<file path="config.mk">
export PLATFORM = sky130hd
export DESIGN_NAME = cache_port_arbiter_flat
export DESIGN_NICKNAME = d
export VERILOG_FILES = /design/src/rtl/cache_port_arbiter_if.sv /design/src/rtl/cache_port_arbiter.sv /design/src/flat_wrapper.sv
export SDC_FILE = /design/constraint.sdc
export NUM_CORES = 1
export LEC_CHECK = 0
export ABC_AREA = 1
export BUFFER_PORTS_ARGS = -buffer_cell sky130_fd_sc_hd__clkbuf_2
export CAP_MARGIN = 20
export CORE_MARGIN = 2
export CORE_UTILIZATION = 51
export DETAILED_ROUTE_END_ITERATION = 8
export PLACE_DENSITY_LB_ADDON = 0.2
export REMOVE_ABC_BUFFERS = 1
export SKIP_LAST_GASP = 1
export SYNTH_ARGS = -nofsm -noshare
export SYNTH_HDL_FRONTEND = slang
export SYNTH_SLANG_ARGS = --single-unit
</file>
<file path="constraint.sdc">
create_clock -name CACHE_CLK -period 13.1 [get_ports CACHE_CLK]
set_input_delay 2.62 -clock CACHE_CLK [delete_from_list [all_inputs] [get_ports CACHE_CLK]]
set_output_delay 2.62 -clock CACHE_CLK [all_outputs]
set_load 0.05 [all_outputs]
</file>
<file path="src/rtl/cache_port_arbiter_if.sv">
// cache_port_arbiter_if: requester and cache-side signals of the cache port arbiter
interface cache_port_arbiter_if #(
  parameter int ADDR_W = 16,
  parameter int DATA_W = 32,
  parameter int BVAL_W = 4
);
  logic              REQ0_RD, REQ1_RD, REQ0_WR, REQ1_WR;
  logic [ADDR_W-1:0] REQ0_ADDR, REQ1_ADDR;
  logic [DATA_W-1:0] REQ0_WDATA, REQ1_WDATA;
  logic [BVAL_W-1:0] REQ0_B_VAL, REQ1_B_VAL;
  logic              REQ0_ACK, REQ1_ACK, REQ0_ERR, REQ1_ERR;
  logic [DATA_W-1:0] REQ0_RDATA, REQ1_RDATA;
  logic [ADDR_W-1:0] CPU_ADDR;
  logic              SIG_CPU_RD, SIG_CPU_WR;
  logic [DATA_W-1:0] CPU_OUT_DATA;
  logic [BVAL_W-1:0] CPU_B_VAL;
  logic              ACK;
  logic [DATA_W-1:0] CPU_IN_DATA;
  logic              BUSY, GRANT;
  modport slave (
    input  REQ0_RD, REQ1_RD, REQ0_WR, REQ1_WR, REQ0_ADDR, REQ1_ADDR,
           REQ0_WDATA, REQ1_WDATA, REQ0_B_VAL, REQ1_B_VAL, ACK, CPU_IN_DATA,
    output REQ0_ACK, REQ1_ACK, REQ0_ERR, REQ1_ERR, REQ0_RDATA, REQ1_RDATA,
           CPU_ADDR, SIG_CPU_RD, SIG_CPU_WR, CPU_OUT_DATA, CPU_B_VAL, BUSY, GRANT
  );
  modport master (
    output REQ0_RD, REQ1_RD, REQ0_WR, REQ1_WR, REQ0_ADDR, REQ1_ADDR,
           REQ0_WDATA, REQ1_WDATA, REQ0_B_VAL, REQ1_B_VAL, ACK, CPU_IN_DATA,
    input  REQ0_ACK, REQ1_ACK, REQ0_ERR, REQ1_ERR, REQ0_RDATA, REQ1_RDATA,
           CPU_ADDR, SIG_CPU_RD, SIG_CPU_WR, CPU_OUT_DATA, CPU_B_VAL, BUSY, GRANT
  );
endinterface

</file>
<file path="src/rtl/cache_port_arbiter.sv">
// cache_port_arbiter: round-robin arbiter sharing one cache CPU port between two requesters
module cache_port_arbiter #(
  parameter int ADDR_W  = 16,
  parameter int DATA_W  = 32,
  parameter int BVAL_W  = 4,
  parameter int TIMEOUT = 255
) (
  input logic CACHE_CLK,
  input logic CACHE_RESET,
  cache_port_arbiter_if.slave bus
);
  localparam int TW = $clog2(TIMEOUT + 1);
  typedef enum logic [2:0] {IDLE, ISSUE, WAIT_HI, WAIT_LO, RESP} state_t;
  state_t state_q, state_d;
  logic rr_q, rr_d, gnt_q, gnt_d, wr_q, wr_d;
  logic rd_stb_q, rd_stb_d, wr_stb_q, wr_stb_d, busy_q, busy_d;
  logic ack0_q, ack0_d, ack1_q, ack1_d, err0_q, err0_d, err1_q, err1_d;
  logic [TW-1:0] timer_q, timer_d, tinc;
  logic [ADDR_W-1:0] addr_q, addr_d;
  logic [DATA_W-1:0] wdata_q, wdata_d, rdata0_q, rdata0_d, rdata1_q, rdata1_d;
  logic [BVAL_W-1:0] bval_q, bval_d;
  logic v0, v1, sel, sel_rd, sel_wr, done, fail, tmo;
  assign v0 = bus.REQ0_RD | bus.REQ0_WR;
  assign v1 = bus.REQ1_RD | bus.REQ1_WR;
  // rr_q holds the last granted index; on a tie the other one wins
  assign sel = v0 & v1 ? ~rr_q : v1;
  assign sel_rd = sel ? bus.REQ1_RD : bus.REQ0_RD;
  assign sel_wr = sel ? bus.REQ1_WR : bus.REQ0_WR;
  assign tinc = timer_q == TW'(TIMEOUT) ? timer_q : timer_q + 1'b1;
  assign tmo = tinc == TW'(TIMEOUT);
  always_comb begin
    state_d = state_q;
    rr_d = rr_q;
    gnt_d = gnt_q;
    wr_d = wr_q;
    timer_d = timer_q;
    addr_d = addr_q;
    wdata_d = wdata_q;
    bval_d = bval_q;
    rdata0_d = rdata0_q;
    rdata1_d = rdata1_q;
    rd_stb_d = 1'b0;
    wr_stb_d = 1'b0;
    done = 1'b0;
    fail = 1'b0;
    case (state_q)
      IDLE: if (v0 | v1) begin
        gnt_d = sel;
        wr_d = sel_wr;
        addr_d = sel ? bus.REQ1_ADDR : bus.REQ0_ADDR;
        wdata_d = sel ? bus.REQ1_WDATA : bus.REQ0_WDATA;
        bval_d = sel ? bus.REQ1_B_VAL : bus.REQ0_B_VAL;
        state_d = sel_rd & sel_wr ? RESP : ISSUE;
        rd_stb_d = sel_rd & ~sel_wr;
        wr_stb_d = sel_wr & ~sel_rd;
        done = sel_rd & sel_wr;
        fail = sel_rd & sel_wr;
      end
      ISSUE: begin
        state_d = WAIT_HI;
        timer_d = '0;
      end
      WAIT_HI: begin
        timer_d = tinc;
        state_d = bus.ACK ? WAIT_LO : tmo ? RESP : WAIT_HI;
        done = ~bus.ACK & tmo;
        fail = ~bus.ACK & tmo;
        rdata0_d = bus.ACK & ~wr_q & ~gnt_q ? bus.CPU_IN_DATA : rdata0_q;
        rdata1_d = bus.ACK & ~wr_q & gnt_q ? bus.CPU_IN_DATA : rdata1_q;
      end
      WAIT_LO: begin
        timer_d = tinc;
        state_d = ~bus.ACK | tmo ? RESP : WAIT_LO;
        done = ~bus.ACK | tmo;
        fail = bus.ACK & tmo;
      end
      RESP: begin
        state_d = IDLE;
        rr_d = gnt_q;
      end
      default: state_d = IDLE;
    endcase
  end
  assign ack0_d = done & ~gnt_d;
  assign ack1_d = done & gnt_d;
  assign err0_d = fail & ~gnt_d;
  assign err1_d = fail & gnt_d;
  assign busy_d = state_d != IDLE;
  always_ff @(posedge CACHE_CLK or posedge CACHE_RESET)
    if (CACHE_RESET) begin
      state_q <= IDLE;
      rr_q <= 1'b1;
      gnt_q <= 1'b0;
      wr_q <= 1'b0;
      timer_q <= '0;
      addr_q <= '0;
      wdata_q <= '0;
      bval_q <= '0;
      rdata0_q <= '0;
      rdata1_q <= '0;
      rd_stb_q <= 1'b0;
      wr_stb_q <= 1'b0;
      busy_q <= 1'b0;
      ack0_q <= 1'b0;
      ack1_q <= 1'b0;
      err0_q <= 1'b0;
      err1_q <= 1'b0;
    end else begin
      state_q <= state_d;
      rr_q <= rr_d;
      gnt_q <= gnt_d;
      wr_q <= wr_d;
      timer_q <= timer_d;
      addr_q <= addr_d;
      wdata_q <= wdata_d;
      bval_q <= bval_d;
      rdata0_q <= rdata0_d;
      rdata1_q <= rdata1_d;
      rd_stb_q <= rd_stb_d;
      wr_stb_q <= wr_stb_d;
      busy_q <= busy_d;
      ack0_q <= ack0_d;
      ack1_q <= ack1_d;
      err0_q <= err0_d;
      err1_q <= err1_d;
    end
  assign bus.REQ0_ACK = ack0_q;
  assign bus.REQ1_ACK = ack1_q;
  assign bus.REQ0_ERR = err0_q;
  assign bus.REQ1_ERR = err1_q;
  assign bus.REQ0_RDATA = rdata0_q;
  assign bus.REQ1_RDATA = rdata1_q;
  assign bus.CPU_ADDR = addr_q;
  assign bus.CPU_OUT_DATA = wdata_q;
  assign bus.CPU_B_VAL = bval_q;
  assign bus.SIG_CPU_RD = rd_stb_q;
  assign bus.SIG_CPU_WR = wr_stb_q;
  assign bus.BUSY = busy_q;
  assign bus.GRANT = gnt_q;
endmodule

</file>
<file path="src/flat_wrapper.sv">
// flat-port wrapper written by rule: the top's interface ports become plain ports
module cache_port_arbiter_flat 
#(
  parameter int ADDR_W  = 16,
  parameter int DATA_W  = 32,
  parameter int BVAL_W  = 4,
  parameter int TIMEOUT = 255
)
  (CACHE_CLK, CACHE_RESET, bus_REQ0_RD, bus_REQ1_RD, bus_REQ0_WR, bus_REQ1_WR, bus_REQ0_ADDR, bus_REQ1_ADDR, bus_REQ0_WDATA, bus_REQ1_WDATA, bus_REQ0_B_VAL, bus_REQ1_B_VAL, bus_ACK, bus_CPU_IN_DATA, bus_REQ0_ACK, bus_REQ1_ACK, bus_REQ0_ERR, bus_REQ1_ERR, bus_REQ0_RDATA, bus_REQ1_RDATA, bus_CPU_ADDR, bus_SIG_CPU_RD, bus_SIG_CPU_WR, bus_CPU_OUT_DATA, bus_CPU_B_VAL, bus_BUSY, bus_GRANT);
  cache_port_arbiter_if #(.ADDR_W(ADDR_W), .DATA_W(DATA_W), .BVAL_W(BVAL_W)) bus_i ();
  input logic CACHE_CLK;
  input logic CACHE_RESET;
  input wire logic [$bits(bus_i.REQ0_RD)-1:0] bus_REQ0_RD;
  input wire logic [$bits(bus_i.REQ1_RD)-1:0] bus_REQ1_RD;
  input wire logic [$bits(bus_i.REQ0_WR)-1:0] bus_REQ0_WR;
  input wire logic [$bits(bus_i.REQ1_WR)-1:0] bus_REQ1_WR;
  input wire logic [$bits(bus_i.REQ0_ADDR)-1:0] bus_REQ0_ADDR;
  input wire logic [$bits(bus_i.REQ1_ADDR)-1:0] bus_REQ1_ADDR;
  input wire logic [$bits(bus_i.REQ0_WDATA)-1:0] bus_REQ0_WDATA;
  input wire logic [$bits(bus_i.REQ1_WDATA)-1:0] bus_REQ1_WDATA;
  input wire logic [$bits(bus_i.REQ0_B_VAL)-1:0] bus_REQ0_B_VAL;
  input wire logic [$bits(bus_i.REQ1_B_VAL)-1:0] bus_REQ1_B_VAL;
  input wire logic [$bits(bus_i.ACK)-1:0] bus_ACK;
  input wire logic [$bits(bus_i.CPU_IN_DATA)-1:0] bus_CPU_IN_DATA;
  output wire logic [$bits(bus_i.REQ0_ACK)-1:0] bus_REQ0_ACK;
  output wire logic [$bits(bus_i.REQ1_ACK)-1:0] bus_REQ1_ACK;
  output wire logic [$bits(bus_i.REQ0_ERR)-1:0] bus_REQ0_ERR;
  output wire logic [$bits(bus_i.REQ1_ERR)-1:0] bus_REQ1_ERR;
  output wire logic [$bits(bus_i.REQ0_RDATA)-1:0] bus_REQ0_RDATA;
  output wire logic [$bits(bus_i.REQ1_RDATA)-1:0] bus_REQ1_RDATA;
  output wire logic [$bits(bus_i.CPU_ADDR)-1:0] bus_CPU_ADDR;
  output wire logic [$bits(bus_i.SIG_CPU_RD)-1:0] bus_SIG_CPU_RD;
  output wire logic [$bits(bus_i.SIG_CPU_WR)-1:0] bus_SIG_CPU_WR;
  output wire logic [$bits(bus_i.CPU_OUT_DATA)-1:0] bus_CPU_OUT_DATA;
  output wire logic [$bits(bus_i.CPU_B_VAL)-1:0] bus_CPU_B_VAL;
  output wire logic [$bits(bus_i.BUSY)-1:0] bus_BUSY;
  output wire logic [$bits(bus_i.GRANT)-1:0] bus_GRANT;
  assign bus_i.REQ0_RD = bus_REQ0_RD;
  assign bus_i.REQ1_RD = bus_REQ1_RD;
  assign bus_i.REQ0_WR = bus_REQ0_WR;
  assign bus_i.REQ1_WR = bus_REQ1_WR;
  assign bus_i.REQ0_ADDR = bus_REQ0_ADDR;
  assign bus_i.REQ1_ADDR = bus_REQ1_ADDR;
  assign bus_i.REQ0_WDATA = bus_REQ0_WDATA;
  assign bus_i.REQ1_WDATA = bus_REQ1_WDATA;
  assign bus_i.REQ0_B_VAL = bus_REQ0_B_VAL;
  assign bus_i.REQ1_B_VAL = bus_REQ1_B_VAL;
  assign bus_i.ACK = bus_ACK;
  assign bus_i.CPU_IN_DATA = bus_CPU_IN_DATA;
  assign bus_REQ0_ACK = bus_i.REQ0_ACK;
  assign bus_REQ1_ACK = bus_i.REQ1_ACK;
  assign bus_REQ0_ERR = bus_i.REQ0_ERR;
  assign bus_REQ1_ERR = bus_i.REQ1_ERR;
  assign bus_REQ0_RDATA = bus_i.REQ0_RDATA;
  assign bus_REQ1_RDATA = bus_i.REQ1_RDATA;
  assign bus_CPU_ADDR = bus_i.CPU_ADDR;
  assign bus_SIG_CPU_RD = bus_i.SIG_CPU_RD;
  assign bus_SIG_CPU_WR = bus_i.SIG_CPU_WR;
  assign bus_CPU_OUT_DATA = bus_i.CPU_OUT_DATA;
  assign bus_CPU_B_VAL = bus_i.CPU_B_VAL;
  assign bus_BUSY = bus_i.BUSY;
  assign bus_GRANT = bus_i.GRANT;
  cache_port_arbiter #(.ADDR_W(ADDR_W), .DATA_W(DATA_W), .BVAL_W(BVAL_W), .TIMEOUT(TIMEOUT)) u_core (.CACHE_CLK(CACHE_CLK), .CACHE_RESET(CACHE_RESET), .bus(bus_i));
endmodule
</file>
==> results.py, run 1 <==
metrics = {
    "grt": {
        "grt_busiest_layer": "met2",
        "gr-usage-met2_pct": 43.9,
        "antenna_found_initial": 0,
        "grt_pass1_wl_um": 26000,
        "grt_start_max_net_pins": 111,
        "grtUsageMet1_pct": 31.6,
        "track_usage_pct": 26.0,
        "grtUsageMet3_pct": 8.60,
        "overflow": 0,
        "grt_pass1_vias": 5339,
    },
    "timing": {
        "fmax_ghz": 0.233,
        "maxSlewViolCount": 0,
        "fin_setup_tns_ps": 0,
        "timing.final.crit_period_ps": 4290,
        "slew-limit-headroom_pct": 31.0,
        "setup_ws_ps": 8810,
        "finClkSkew_ps": 7.14,
        "rsz0062_at_grt": "no",
        "post-route-period-util_pct": 32.7,
        "setup_viol": 0,
        "tightest_slew_ps": 1040,
        "hold_violations": 0,
    },
    "yosys": {
        "yosys.area.top_type": "dfrtp_1",
        "synth_commonest_cells": "nand2_1, dfrtp_1, nor2_1",
        "yosysTopAreaCellShare_pct": 57.5,
        "ys_warn_count": 0,
        "synth_edf_count": 0,
        "netlist_area_mm2": 0.00592,
        "synth.distinct_cells": 31,
        "avgSynthCellArea_um2": 8.72,
        "async_flop_share_pct": 100,
        "synth-main-ff-cell": "dfrtp_1",
        "syn_inst": 679,
        "synth_area_leaders": "dfrtp_1, nand2_1, a31oi_1",
        "yosysMostFrequentCell": "nand2_1",
        "synth-seq-cells": 137,
        "ys_seq_area_share_pct": 57.9,
    },
    "final_layout": {
        "nets": 1078,
        "diodes": 0,
        "area_growth_pct": 34.3,
        "drive_gt1_share_pct": 35.3,
        "final.fill_count": 980,
    },
    "cts": {
        "insertion_delay_ps": 410,
        "cts_root_buf": "clkbuf_16",
        "numCtsBuffers": 17,
        "cts_tree": "yes",
        "cts.clk_slew.worst_paths_ps": 60,
        "cts_hold_buf": 0,
        "cts_resized": 0,
        "cts_max_path_buffers": 2,
        "htree_levels": 4,
        "post_cts_buffers": 0,
        "cts_sinks": 137,
    },
    "placed_design": {
        "post-place-ws_ps": 8390,
        "dp_hpwl_um": 11300,
        "place_congestion": 0.819,
        "port_buffers": 266,
    },
    "routing": {
        "wl_per_cell_um": 14.5,
        "firstDrtPassIters": 5,
        "drc": 0,
        "drt-initial-drc-count": 294,
        "vias_per_cell": 4.98,
        "ant_nets": 0,
        "num_vias": 5432,
        "finalWirelength_um": 15800,
    },
    "power": {
        "comb_power_share_pct": 52.0,
        "intPower_w": 0.00119,
        "p_leak_nw": 4.30,
        "swShare_pct": 52.1,
        "switching_power_w": 0.00130,
        "power_density_mw_per_mm2": 313,
        "vdd_drop_max_v": 0.000178,
        "power_frac_clock_pct": 18.8,
        "p_seq_share_pct": 29.2,
    },
    "die": {
        "fp.dieArea_mm2": 0.0125,
        "core-area_mm2": 0.0114,
        "die_height_um": 112,
        "rows": 39,
        "die_width_um": 112,
        "io_pins": 267,
        "initial_core_util_pct": 52.1,
    },
    "worst_setup_path": {
        "cp.required_ps": 13420,
        "worstSetupEndpointType": "flop",
        "crit_fanout": 55,
        "critPathLaunchType": "primary input",
        "cp.arrival_ps": 4610,
        "worstSetupPathType": "primary input to flop",
    },
    "status": {
        "status": "finished clean",
    },
    "worst_hold_path": {
        "hold_path_class": "flop to flop",
    },
    "flow_run": {
        "maxCapViolCount": 0,
    },
}
## logic make-up (layout without fill, tap and decap cells)
group / count (synthesis) / count (layout) / share of synthesized area (%)
xor gates and xnor gates: 2 / 2 / 0.296
adders and majority gates: 1 / 1 / 0.211
buffers and inverters: 91 / 359 / 6.15
and+or+nand+nor: 312 / 312 / 22.5
AOI/OAI and AO/OA: 136 / 136 / 12.9
DFF: 137 / 137 / 57.9
## worst max-delay path: stages
cell and delay [ps]:
clkbuf_2 90, nor2_1 220, inv_1 70, nand2_1 140, o21ai_4 70, buf_4 310
inv_2 740, nand2_1 120, a31oi_1 180
## stage by stage
step | total power (W) | util, % | hold slack [ps] | instance area (µm²) | cells
floorplan | 0.00171 | - | 497 | 5770 | 644
global placement | 0.00201 | 64.4 | 466 | 7320 | 1056
detailed placement | 0.00203 | 64.8 | 472 | 7360 | 1058
CTS | 0.00251 | 69.9 | 486 | 7950 | 1090
global route | 0.00264 | 69.9 | 510 | 7950 | 1090
finish | 0.00249 | 69.9 | 478 | 7950 | 1090
## path summary, 6_finish.rpt
| path | startpoint | slack [ps] | end | cells past startpoint |
|---|---|---|---|---|
| min in group asynchronous | CACHE_RESET | 2370 | u_core.wr_q | 2 |
| max in group asynchronous | CACHE_RESET | 9610 | u_core.bus.CPU_OUT_DATA[18] | 3 |
| hold reg to reg | u_core.bus.REQ1_RDATA[0] | 480 | u_core.bus.REQ1_RDATA[0] | 2 |
| setup / recovery | bus_REQ0_WR | 8810 | u_core.bus.CPU_OUT_DATA[9] | 9 |
| setup reg to reg | u_core.rr_q | 10870 | u_core.bus.CPU_OUT_DATA[9] | 6 |
| hold / removal | u_core.bus.REQ1_RDATA[0] | 480 | u_core.bus.REQ1_RDATA[0] | 2 |
## per-layer routing
| layer | vias to the layer above | wire length [µm] |
|---|---|---|
| met5 | - | 0 |
| li1 | 2690 | - |
| met4 | 0 | 349 |
| met3 | 29 | 1390 |
| met1 | 2483 | 6270 |
| met2 | 230 | 7820 |
## power groups by stage
stage               sequential [W]  clock (W)  combinational (W)
floorplan                  0.00133          0           0.000385
global placement          0.000722          0            0.00128
detailed placement        0.000727          0            0.00131
CTS                       0.000725   0.000477            0.00131
global route              0.000748   0.000500            0.00139
finish                    0.000726   0.000468            0.00130
## cell type report
cell class | count | area [µm²] | area share [%]
sequential | 137 | 3430 | 43.1
multi-input combinational | 451 | 2140 | 27.0
timing repair buffer | 271 | 1390 | 17.5
clock buffer | 19 | 443 | 5.57
inverter | 56 | 215 | 2.71
tap | 143 | 179 | 2.25
clock inverter | 13 | 144 | 1.81
## cells in the final DEF, fill, tap and decap left out, types with 2 or more instances in the layout
master and instances:
buf_12 2, dfrtp_1 136, clkinv_4 2, o21ai_1 13, clkinvlp_4 4, nand2_2 9, nor2_1 66, inv_1 53
a21oi_1 2, nand3_2 2, a31oi_1 53, clkbuf_16 17, inv_2 2, bufinv_16 2, nand2_4 2, buf_4 3
nand3_1 10, nor2_2 3, inv_6 4, nand3_4 2, clkinv_2 2, clkbuf_2 266, o21ai_0 63, nand2_1 211
nor2_4 4
## registers in the layout, indices dropped and copies added (netlist names)
name	count
u_core.bus.SIG_CPU_RD	1
u_core.bus.REQ1_ERR	1
u_core.bus.CPU_ADDR	16
u_core.bus.REQ0_ACK	1
u_core.bus.BUSY	1
u_core.bus.REQ0_RDATA	32
u_core.wr_q	1
u_core.bus.REQ0_ERR	1
u_core.timer_q	8
u_core.bus.REQ1_ACK	1
u_core.bus.REQ1_RDATA	32
u_core.bus.CPU_B_VAL	4
u_core.bus.SIG_CPU_WR	1
u_core.bus.GRANT	1
u_core.bus.CPU_OUT_DATA	32
u_core.rr_q	1
u_core.state_q	3
(Power assumes the default switching activity.)
==> run 2, diff against run 1 <==
--- a/config.mk
+++ b/config.mk
@@ -9,7 +9,7 @@
 export BUFFER_PORTS_ARGS = -buffer_cell sky130_fd_sc_hd__clkbuf_2
 export CAP_MARGIN = 20
 export CORE_MARGIN = 2
-export CORE_UTILIZATION = 51
+export CORE_UTILIZATION = 47
 export DETAILED_ROUTE_END_ITERATION = 8
 export PLACE_DENSITY_LB_ADDON = 0.2
 export REMOVE_ABC_BUFFERS = 1
==> constraint.sdc (replaced) <==
create_clock -name CACHE_CLK -period 4.5 [get_ports CACHE_CLK]
set_input_delay 0.9 -clock CACHE_CLK [delete_from_list [all_inputs] [get_ports CACHE_CLK]]
set_output_delay 0.9 -clock CACHE_CLK [all_outputs]
set_load 0.05 [all_outputs]
==> run 2 against run 1 <==
Compared with the run above: critical path depth grew 3; worst hold slack gained 2.8 ps; setup slack lost 6600 ps; clock skew grew 1.0 ps; clock power grew to 2.9 times the previous value; sequential power grew to 2.9 times the previous value; final cell count grew 2.4%; clock-buffer cell count is the same; non-clock buffer count grew 1; combinational power grew to 2.9 times the previous value; largest power group unchanged.
==> results.py, run 2 (same netlist as run 1, synthesis figures left out) <==
metrics = {
    "status": {
        "status": "finished clean",
    },
    "cts": {
        "insertion_delay_ps": 410,
        "numCtsBuffers": 17,
        "cts_sinks": 137,
        "htree_levels": 4,
        "cts_tree": "yes",
        "cts_root_buf": "clkbuf_16",
        "post_cts_buffers": 0,
        "cts_hold_buf": 0,
        "cts.clk_slew.worst_paths_ps": 60,
        "cts_max_path_buffers": 2,
        "cts_resized": 0,
    },
    "routing": {
        "num_vias": 5473,
        "drt-met1-wl_um": 6540,
        "drc": 0,
        "finalWirelength_um": 15800,
        "ant_nets": 0,
        "top_layer": "met4",
        "firstDrtPassIters": 5,
        "drt-initial-drc-count": 361,
        "vias_per_cell": 4.90,
        "wl_per_cell_um": 14.2,
        "wl_met2_um": 7740,
        "wl_met3_um": 1330,
    },
    "final_layout": {
        "final.fill_count": 1070,
        "diodes": 0,
        "drive_gt1_share_pct": 35.3,
        "final_cell_area_mm2": 0.00800,
        "final_cell_mix": "clkbuf_2, nand2_1, dfrtp_1",
        "area_growth_pct": 35.1,
        "nets": 1079,
        "layout_commonest_cell": "clkbuf_2",
    },
    "timing": {
        "finClkSkew_ps": 8.14,
        "tightest_slew_ps": 886,
        "setup_viol": 0,
        "slew-limit-headroom_pct": 40.9,
        "hold_violations": 0,
        "rsz0062_at_grt": "no",
        "post-route-period-util_pct": 50.3,
        "holdWs_ps": 481,
        "timing.final.crit_period_ps": 2260,
        "maxSlewViolCount": 0,
        "setup_ws_ps": 2240,
        "fmax_ghz": 0.442,
    },
    "worst_setup_path": {
        "worstReg2RegStart": "u_core.state_q[0]",
        "ff2ff_path_depth": 6,
        "rr_endpoint": "u_core.bus.CPU_ADDR[15]",
        "worstSetupEndpointType": "flop",
        "reg2reg_slack_ps": 2300,
        "cp.arrival_ps": 2530,
        "crit_fanout": 54,
        "crit_start": "bus_REQ0_WR",
        "cp.required_ps": 4770,
        "critPathLaunchType": "primary input",
        "worstSetupPathType": "primary input to flop",
    },
    "worst_hold_path": {
        "whs_endpoint": "u_core.bus.REQ0_RDATA[3]",
        "min_delay_path_depth": 2,
        "min-delay-start": "u_core.bus.REQ0_RDATA[3]",
        "hold_path_class": "flop to flop",
    },
    "die": {
        "initial_core_util_pct": 48.7,
        "die_width_um": 116,
        "die_height_um": 116,
        "rows": 40,
        "io_pins": 267,
        "core-area_mm2": 0.0122,
        "fp.dieArea_mm2": 0.0135,
    },
    "grt": {
        "grt_start_max_net_pins": 79,
        "track_usage_pct": 23.5,
        "antenna_found_initial": 0,
        "overflow": 0,
        "grt_pass1_vias": 5094,
        "grt_pass1_wl_um": 24600,
    },
    "power": {
        "p_total_w": 0.00727,
        "vdd_drop_max_v": 0.000526,
        "power_density_mw_per_mm2": 909,
        "p_leak_nw": 4.32,
    },
    "placed_design": {
        "port_buffers": 266,
        "post-place-ws_ps": 1650,
        "dp_hpwl_um": 11400,
        "place_congestion": 0.834,
        "postPlaceCellArea_mm2": 0.00737,
    },
    "flow_run": {
        "maxCapViolCount": 0,
    },
}
## run 2: where the power goes
group | switching, W | leakage [nW] | internal [W]
sequential | 0.000315 | 1.67 | 0.00179
combinational | 0.00293 | 2.37 | 0.000857
clock | 0.000536 | 0.281 | 0.000836
total | 0.00378 | 4.32 | 0.00349
## run 2: critical path, cell delays in order
cell	delay [ps]
clkbuf_2	90
nor2_1	240
inv_1	70
nand2_1	140
o21ai_4	80
buf_4	300
nand2_1	140
nand2_2	100
nand3_4	90
nand2_1	70
nor2_2	180
nand3_1	130
## run 2: cell type report
type	instances	area [µm²]	share of cell area [%]
repair buffers	272	1410	17.7
clock buffers	19	443	5.54
inverters	56	215	2.69
multi-input cells	451	2140	26.8
well taps	168	210	2.63
flip-flops and latches	137	3430	42.9
clock inverters	13	141	1.77
## run 2: worst max-delay path by stage
stage	end	depth (start not counted)
CTS	u_core.bus.REQ0_RDATA[1]	5
floorplan	u_core.bus.REQ1_ACK	5
global placement	u_core.bus.REQ0_RDATA[3]	5
finish	u_core.bus.BUSY	12
detailed placement	u_core.bus.REQ0_RDATA[1]	5
global route	u_core.bus.BUSY	13
## run 2: through the flow
stage	cells	util [%]	setup TNS [ps]
after floorplan	644	-	-74190
after global placement	1082	60.6	0
after detailed placement	1082	60.6	0
after CTS	1114	65.4	0
after global routing	1116	65.8	0
final	1116	65.8	0
## run 2: layer usage
| layer | global-route usage (%) | up-vias |
|---|---|---|
| met3 | 7.99 | 15 |
| met2 | 38.3 | 237 |
| li1 | - | 2701 |
| met1 | 30.0 | 2520 |
| met5 | 0 | - |
| met4 | 6.98 | 0 |
